`src/rtl/axis_write_arb.sv`:
```
// rtl/axis_write_arb.sv - round-robin AW/W/B arbiter merging burst-write channels onto one AXI write port
module axis_write_arb #(
    parameter int CHANNELS        = 4,
    parameter int AXI_ID_WIDTH    = 8,
    parameter int AXI_LEN_WIDTH   = 8,
    parameter int AXI_ADDR_WIDTH  = 32,
    parameter int AXI_DATA_WIDTH  = 256,
    parameter int ORDER_AWIDTH    = 3,
    parameter int MAX_OUTSTANDING = 4,
    parameter int CONFIG_ADDR     = 25,
    parameter int CONFIG_AWIDTH   = 5,
    parameter int CONFIG_DWIDTH   = 32
) (
    input  logic                                 clk,
    input  logic                                 rst,
    input  logic [CONFIG_AWIDTH-1:0]             cfg_addr,
    input  logic [CONFIG_DWIDTH-1:0]             cfg_data,
    input  logic                                 cfg_valid,
    input  logic [CHANNELS*AXI_ADDR_WIDTH-1:0]   ch_awaddr,
    input  logic [CHANNELS*AXI_LEN_WIDTH-1:0]    ch_awlen,
    input  logic [CHANNELS-1:0]                  ch_awvalid,
    output logic [CHANNELS-1:0]                  ch_awready,
    input  logic [CHANNELS*AXI_DATA_WIDTH-1:0]   ch_wdata,
    input  logic [CHANNELS-1:0]                  ch_wlast,
    input  logic [CHANNELS-1:0]                  ch_wvalid,
    output logic [CHANNELS-1:0]                  ch_wready,
    output logic [CHANNELS-1:0]                  ch_bdone,
    output logic [CHANNELS-1:0]                  ch_berr,
    input  logic                                 axi_awready,
    output logic [AXI_ID_WIDTH-1:0]              axi_awid,
    output logic [AXI_ADDR_WIDTH-1:0]            axi_awaddr,
    output logic [AXI_LEN_WIDTH-1:0]             axi_awlen,
    output logic                                 axi_awvalid,
    input  logic                                 axi_wready,
    output logic [AXI_ID_WIDTH-1:0]              axi_wid,
    output logic [AXI_DATA_WIDTH-1:0]            axi_wdata,
    output logic                                 axi_wlast,
    output logic                                 axi_wvalid,
    input  logic [AXI_ID_WIDTH-1:0]              axi_bid,
    input  logic [1:0]                           axi_bresp,
    input  logic                                 axi_bvalid,
    output logic                                 axi_bready
);
    localparam int CH_W  = (CHANNELS > 1) ? $clog2(CHANNELS) : 1;
    localparam int DEPTH = 1 << ORDER_AWIDTH;
    localparam int CNT_W = $clog2(MAX_OUTSTANDING + 1);

    logic [CHANNELS-1:0]   enable;
    logic [CH_W-1:0]       rr;
    logic [CNT_W-1:0]      outstanding [CHANNELS];
    logic [CH_W-1:0]       order_mem [DEPTH];
    logic [ORDER_AWIDTH:0] wr_ptr, rd_ptr;
    logic                  fifo_empty, fifo_full, pop, slot_free, grant;
    logic [CH_W-1:0]       head, winner;
    logic [CHANNELS-1:0]   eligible;

    assign fifo_empty = (wr_ptr == rd_ptr);
    assign fifo_full  = (wr_ptr[ORDER_AWIDTH] != rd_ptr[ORDER_AWIDTH]) &&
                        (wr_ptr[ORDER_AWIDTH-1:0] == rd_ptr[ORDER_AWIDTH-1:0]);
    assign head       = order_mem[rd_ptr[ORDER_AWIDTH-1:0]];
    assign axi_bready = 1'b1;

    // W beats follow the grant order; only the head channel sees wready
    assign axi_wvalid = !fifo_empty && ch_wvalid[head];
    assign axi_wlast  = ch_wlast[head];
    assign axi_wdata  = ch_wdata[int'(head)*AXI_DATA_WIDTH +: AXI_DATA_WIDTH];
    assign axi_wid    = fifo_empty ? '0 : AXI_ID_WIDTH'(head);
    assign pop        = axi_wvalid && axi_wready && axi_wlast;
    assign slot_free  = (!axi_awvalid || axi_awready) && (!fifo_full || pop);

    always_comb begin
        ch_wready = '0;
        if (!fifo_empty) ch_wready[head] = axi_wready;
    end

    always_comb begin
        for (int i = 0; i < CHANNELS; i++)
            eligible[i] = ch_awvalid[i] && enable[i] &&
                          (outstanding[i] < CNT_W'(MAX_OUTSTANDING));
    end

    // Scan downward so the eligible channel closest to rr is the last write
    always_comb begin
        int idx;
        logic found;
        idx    = 0;
        found  = 1'b0;
        winner = rr;
        for (int k = CHANNELS - 1; k >= 0; k--) begin
            idx = int'(rr) + k;
            if (idx >= CHANNELS) idx = idx - CHANNELS;
            if (eligible[idx]) begin
                found  = 1'b1;
                winner = CH_W'(idx);
            end
        end
        grant = found && slot_free && !rst;
        ch_awready = '0;
        if (grant) ch_awready[winner] = 1'b1;
    end

    always_ff @(posedge clk) begin
        if (grant) order_mem[wr_ptr[ORDER_AWIDTH-1:0]] <= winner;
    end

    always_ff @(posedge clk) begin
        if (rst) begin
            enable      <= '1;
            rr          <= '0;
            wr_ptr      <= '0;
            rd_ptr      <= '0;
            axi_awvalid <= 1'b0;
            axi_awaddr  <= '0;
            axi_awlen   <= '0;
            axi_awid    <= '0;
            ch_bdone    <= '0;
            ch_berr     <= '0;
            for (int i = 0; i < CHANNELS; i++) outstanding[i] <= '0;
        end else begin
            if (grant) begin
                axi_awvalid <= 1'b1;
                axi_awaddr  <= ch_awaddr[int'(winner)*AXI_ADDR_WIDTH +: AXI_ADDR_WIDTH];
                axi_awlen   <= ch_awlen[int'(winner)*AXI_LEN_WIDTH +: AXI_LEN_WIDTH];
                axi_awid    <= AXI_ID_WIDTH'(winner);
                wr_ptr      <= wr_ptr + 1'b1;
                rr          <= (winner == CH_W'(CHANNELS - 1)) ? '0 : winner + 1'b1;
            end else if (axi_awready) begin
                axi_awvalid <= 1'b0;
            end
            if (pop) rd_ptr <= rd_ptr + 1'b1;
            for (int i = 0; i < CHANNELS; i++) begin
                if ((grant && winner == CH_W'(i)) && !(axi_bvalid && int'(axi_bid) == i))
                    outstanding[i] <= outstanding[i] + 1'b1;
                else if (!(grant && winner == CH_W'(i)) && (axi_bvalid && int'(axi_bid) == i))
                    outstanding[i] <= outstanding[i] - 1'b1;
                ch_bdone[i] <= axi_bvalid && (int'(axi_bid) == i);
                ch_berr[i]  <= axi_bvalid && (int'(axi_bid) == i) && (axi_bresp != 2'b00);
            end
            if (cfg_valid && cfg_addr == CONFIG_AWIDTH'(CONFIG_ADDR))
                enable <= cfg_data[CHANNELS-1:0];
        end
    end
endmodule

```
`config.mk`:
```
export PLATFORM = sky130hd
export DESIGN_NAME = axis_write_arb
export DESIGN_NICKNAME = d
export VERILOG_FILES = /design/src/rtl/axis_write_arb.sv
export SDC_FILE = /design/constraint.sdc
export NUM_CORES = 1
export LEC_CHECK = 0
export ABC_AREA = 1
export CORE_AREA = 2 2 609 611
export DETAILED_ROUTE_END_ITERATION = 12
export DIE_AREA = 0 0 611 613
export PLACE_DENSITY = 0.3
export SKIP_CTS_REPAIR_TIMING = 1
export SKIP_LAST_GASP = 1
export SYNTH_ARGS = -nofsm -noshare
export SYNTH_HDL_FRONTEND = slang
export SYNTH_SLANG_ARGS = --single-unit
```
`constraint.sdc`:
```
create_clock -name clk -period 5.6 [get_ports clk]
set_input_delay 1.12 -clock clk [delete_from_list [all_inputs] [get_ports clk]]
set_output_delay 1.12 -clock clk [all_outputs]
set_load 0.02 [all_outputs]
```
Word-level counts from Yosys, hierarchy flattened --
Memory sizes are Yosys's and may differ from the RTL's. A register that Yosys moved wholly into a read port is not among the register bits. Index checks and enable logic that the tools add are counted.
Storage, ports and cells: register bits after elaboration 65, latch bits 0, memory bits (writable) 28, bits in read-only memories 0, output and inout bits 332, logic and storage cells 204, memories 2
Memories:
- order_mem | depth 8, bits a word 2, rd ports 1, clocked after memory_dff 1, wr ports 1, line 51 | logic [CH_W-1:0] order_mem [DEPTH];
- outstanding | depth 4, bits a word 3, rd ports 4, clocked after memory_dff 0, wr ports 4, line 50 | logic [CNT_W-1:0] outstanding [CHANNELS];
Operators by class: add/sub/neg operators 18, $mul 0, divide/modulo/power cells 0, magnitude comparators 16, equal/unequal tests 10, shift-type cells 3, muxes and demuxes 80, bitwise operators 9, reductions and logical operators 56
Operator list (number):
- indexed part select 1024 x 11 -> 256 bit | 1
- < comparator 32 x 4 -> 1 bit (second input constant) | 4
- 2-to-1 mux 32 bit | 4
- indexed part select 128 x 8 -> 32 bit | 1
- 2-to-1 mux 1 bit | 50
- logical AND 1 bit | 38
- indexed part select 32 x 6 -> 8 bit | 1
- 2-to-1 mux 3 bit | 10
- equality test 8 x 3 -> 1 bit (second input constant) | 2
- adder 3 x 1 -> 3 bit (second input constant) | 4
- binary-select mux 1 bit (select 2 bit) | 6
- zero test 1 bit | 12
- < comparator 3 bit (second input constant) | 4
- 2-to-1 mux 2 bit | 6
- subtractor 3 x 1 -> 3 bit (second input constant) | 4
- subtractor 3 x 3 -> 4 bit (second input constant) | 3
- >= comparator 3 bit (second input constant) | 3
- adder 4 x 1 -> 4 bit (second input constant) | 2
- equality test 8 x 2 -> 1 bit (second input constant) | 1
- zero test 8 bit | 1
- 2-to-1 mux 4 bit | 2
- OR 1 bit | 8
- adder 2 x 2 -> 3 bit (second input constant) | 2
- < comparator 2 x 3 -> 1 bit (second input constant) | 2
- 16 further kinds | 21

Logic depth before layout (Yosys ltp) --
depth in word-level cells 20, depth in mapped cells 22, gate-level depth less buffers 21

Worst setup path before layout --
OpenSTA, ideal clock, no wires.
path type input-to-output, start in ch_awvalid[0], end out ch_awready[3], arrival 2831 ps, required time 4480 ps, path slack 1649 ps, stages 12, path buffers 1, cells stage by stage nand3_1 -> nand2_1 -> nand3_1 -> nand2_1 -> o211ai_1 -> nand2_1 -> nand2_1 -> clkinv_1 -> clkbuf_1 -> ha_1 -> nand3_1 -> inv_1
Between the ends: cells in the longest elaborated chain, start to end 14
RTL lines:
- from (decl) | line 21 | input logic [CHANNELS-1:0] ch_awvalid,
- logical AND 1 bit (*) (2 in a row) | line 78 | eligible[i] = ch_awvalid[i] && enable[i] &&
- binary-select mux 1 bit (select 2 bit) | line 92 | if (eligible[idx]) begin
- 2-to-1 mux 1 bit (not written as such) (2 in a row) | line 92
- 2-to-1 mux 2 bit (3 in a row) | line 92
- 2-to-1 mux 2 bit (*) | line 92
- named net winner[1] | line 54 | logic [CH_W-1:0] head, winner;
- < comparator 2 x 3 -> 1 bit (not written as such) or >= comparator 2 x 1 -> 1 bit (tied branches) | line 99 | if (grant) ch_awready[winner] = 1'b1;
- logical AND 1 bit (not written as such) | line 99
- 2-to-1 mux 1 bit (not written as such) | line 99
- demux 1 bit (select 2 bit) (*) | line 99
- 2-to-1 mux 4 bit (*) | line 99
- to (decl) | line 22 | output logic [CHANNELS-1:0] ch_awready,
The timed path passes the listed nets; every way through them passes the cells marked *. The select of a mux whose other input is x is not followed.

==> run metrics <==
Worst Skew 0.0306 ns; post-DP HPWL 262 mm; CTS buffer count 9; core area 0.368 sq mm; Int Power 11.2 mW; CTS clock-pin slew for the worst setup and hold paths 0.08 ns; synth cell count leaders nand3_1, nand2_1, a22oi_1; largest net degree at the start of global routing 97; Hold Slack 0.473 ns; Post-Syn Area 0.0122 sq mm; metal3 WL 26.0 mm; total track usage 0.148; DR top layer met5; IO Pins 1581; critical path arrival 4.23 ns; Routed WL 291 mm; synthesis-stage register bit count 96; top post-synthesis cells by area nand3_1, nand2_1, a22oi_1, dfxtp_1, edfxtp_1; CP Max Fanout 67; most frequent cell after synthesis nand3_1; Startpoint Class flip-flop; library cells used by synthesis 39; DP Worst Slack 0.657 ns; placed cell count 8387; cells after synthesis 2120; final hold violations 0; unrepaired setup endpoints after global routing false; area delta synth->final 179%; vias per std cell 2.83; worst ir drop on vdd 0.826 mV; CTS tree done; Hold Crit Class flip-flop to flip-flop; DRT met1 WL 105 mm; Critical Path RT 4.48 ns; total power 33.2 mW; sw power 22.0 mW; final worst slack 0.247 ns; Non-Filler Instances 8455; Seq/Total Area, Yosys 0.180; min Tclk post-route 5.35 ns; Final Max Slew Viols 0; Max Cap Viol 0; IO buf count 1539; share of power burned in registers 0.034; Die X-Extent 611 um; vias in the first global route 23.4k; number of enable-type register cells in the synthesized netlist 28; post-route cell area 0.0341 sq mm; Clock Tree Buf Depth 2; # nets final 4821; CP Capture Type output pin; Post-DRT Antenna Nets 0; status finished, final reports clean; Synth area leader nand3_1; Starting Density 0.0332; Final Setup Violations 0; Slew @ Worst Pin 1.08 ns; chip height 613 um; CTS Sinks 96; GP Congestion 1.00; layout cells sized above 1 0.0415; fmax 187 MHz; Switching Share 0.662; Final TNS setup 0 ns; initial antenna violation count 305; met2 routed WL 147 mm; Warnings, synthesis 0; top cell type's share of synthesized area 0.270; syn avg cell area 5.76 sq um; full die area 0.375 sq mm; Clk pwr share 0.021; power share of the combinational group 0.944; Remaining DRCs 0; root buffer cell clkbuf_16; slew margin rel. 0.281; ys flop type dfxtp_1; Post-DP Area 0.0337 sq mm; first drt pass iteration count 6; worst skew pair latency 0.41 ns; Synth async-reset ratio 0; FP Rows 223; WL/cell 34.4 um; H-tree depth 3; drt initial violations 1781; Pwr Density 975 mW/mm^2; total number of vias 23.9k; Leakage 11.9 nW; Critical Setup Path Class flip-flop to output pin; final period utilization 0.956; total congestion overflow 0; first-pass GRT wire length 340 mm; Util after Layout 0.0927
[layout make-up]
| cell class | count | area [sq um] |
|---|---|---|
| Clock inverter | 4 | 35.0 |
| Multi-Input combinational cell | 1676 | 8590 |
| Sequential cell | 96 | 2200 |
| Tap cell | 4837 | 6050 |
| Clock buffer | 12 | 246 |
| Timing Repair Buffer | 1619 | 16200 |
| Antenna cell | 52 | 130 |
| Fill cell | 43200 | 334000 |
| Inverter | 159 | 609 |
[final timing paths]
kind	to	startpoint	cells past startpoint	slack, ns
worst min-delay path	axi_awaddr[11]	axi_awaddr[11]	2	0.47
worst max register to register	order_mem[7][1]	flip-flop	15	1.63
worst max-delay path	axi_wdata[101]	flip-flop	9	0.25
worst min register to register	axi_awaddr[11]	axi_awaddr[11]	2	0.47
[power by group through the flow]
stage | sequential (mW) | combinational (mW) | clock, mW
finish | 1.14 | 31.4 | 0.707
global placement | 1.16 | 32.3 | 0
CTS | 1.15 | 32.3 | 0.785
floorplan | 1.23 | 12.8 | 0
global route | 1.17 | 32.9 | 0.781
detailed placement | 1.16 | 32.2 | 0
[kinds of logic after synthesis]
family | count (synthesis) | synth area share
AO/OA/AOI/OAI | 333 | 0.194
flip-flops | 96 | 0.180
adder cells (fa/ha/maj) | 11 | 0.0131
XOR/XNOR | 13 | 0.00932
AND/OR/NAND/NOR | 1306 | 0.479
buffers and inverters | 359 | 0.124
other | 2 | 0.000615
[state kept, by name (all words and copies together), names as in the netlist, named ones only]
signal,cells
ch_berr,4
order_mem,16
rr,2
outstanding,12
axi_awvalid,1
rd_ptr,4
ch_bdone,4
axi_awlen,8
axi_awaddr,32
enable,4
wr_ptr,4
axi_awid,2
[critical path, stage by stage (launching register included)]
cell and delay, ns:
dfxtp_1 0.55, nand2_1 0.11, nand3_1 0.13, nand3_1 0.21, nand2_1 0.43, nor2_4 0.11, buf_12 0.19, a22oi_1 0.96
nand3_1 0.25, clkdlybuf4s50_1 0.72
[cells in the final DEF (no fill, tap or decap), types with 13 or more instances in the layout]
cell type / count
nor2_1: 42
clkdlybuf4s50_1: 1511
a21oi_1: 38
nand3_1: 658
nor3_1: 13
o211ai_1: 19
buf_4: 84
o21ai_0: 15
inv_1: 153
edfxtp_1: 28
dfxtp_1: 68
buf_12: 23
a22oi_1: 256
diode_2: 52
conb_1: 13
nand2_1: 564
[per-layer routing]
metal | track usage | up-vias
li1 | - | 10300
met5 | 0 | -
met3 | 0.0531 | 614
met4 | 0.0454 | 146
met1 | 0.157 | 11300
met2 | 0.270 | 1533
Note: power is estimated with default switching activity, not from simulation.
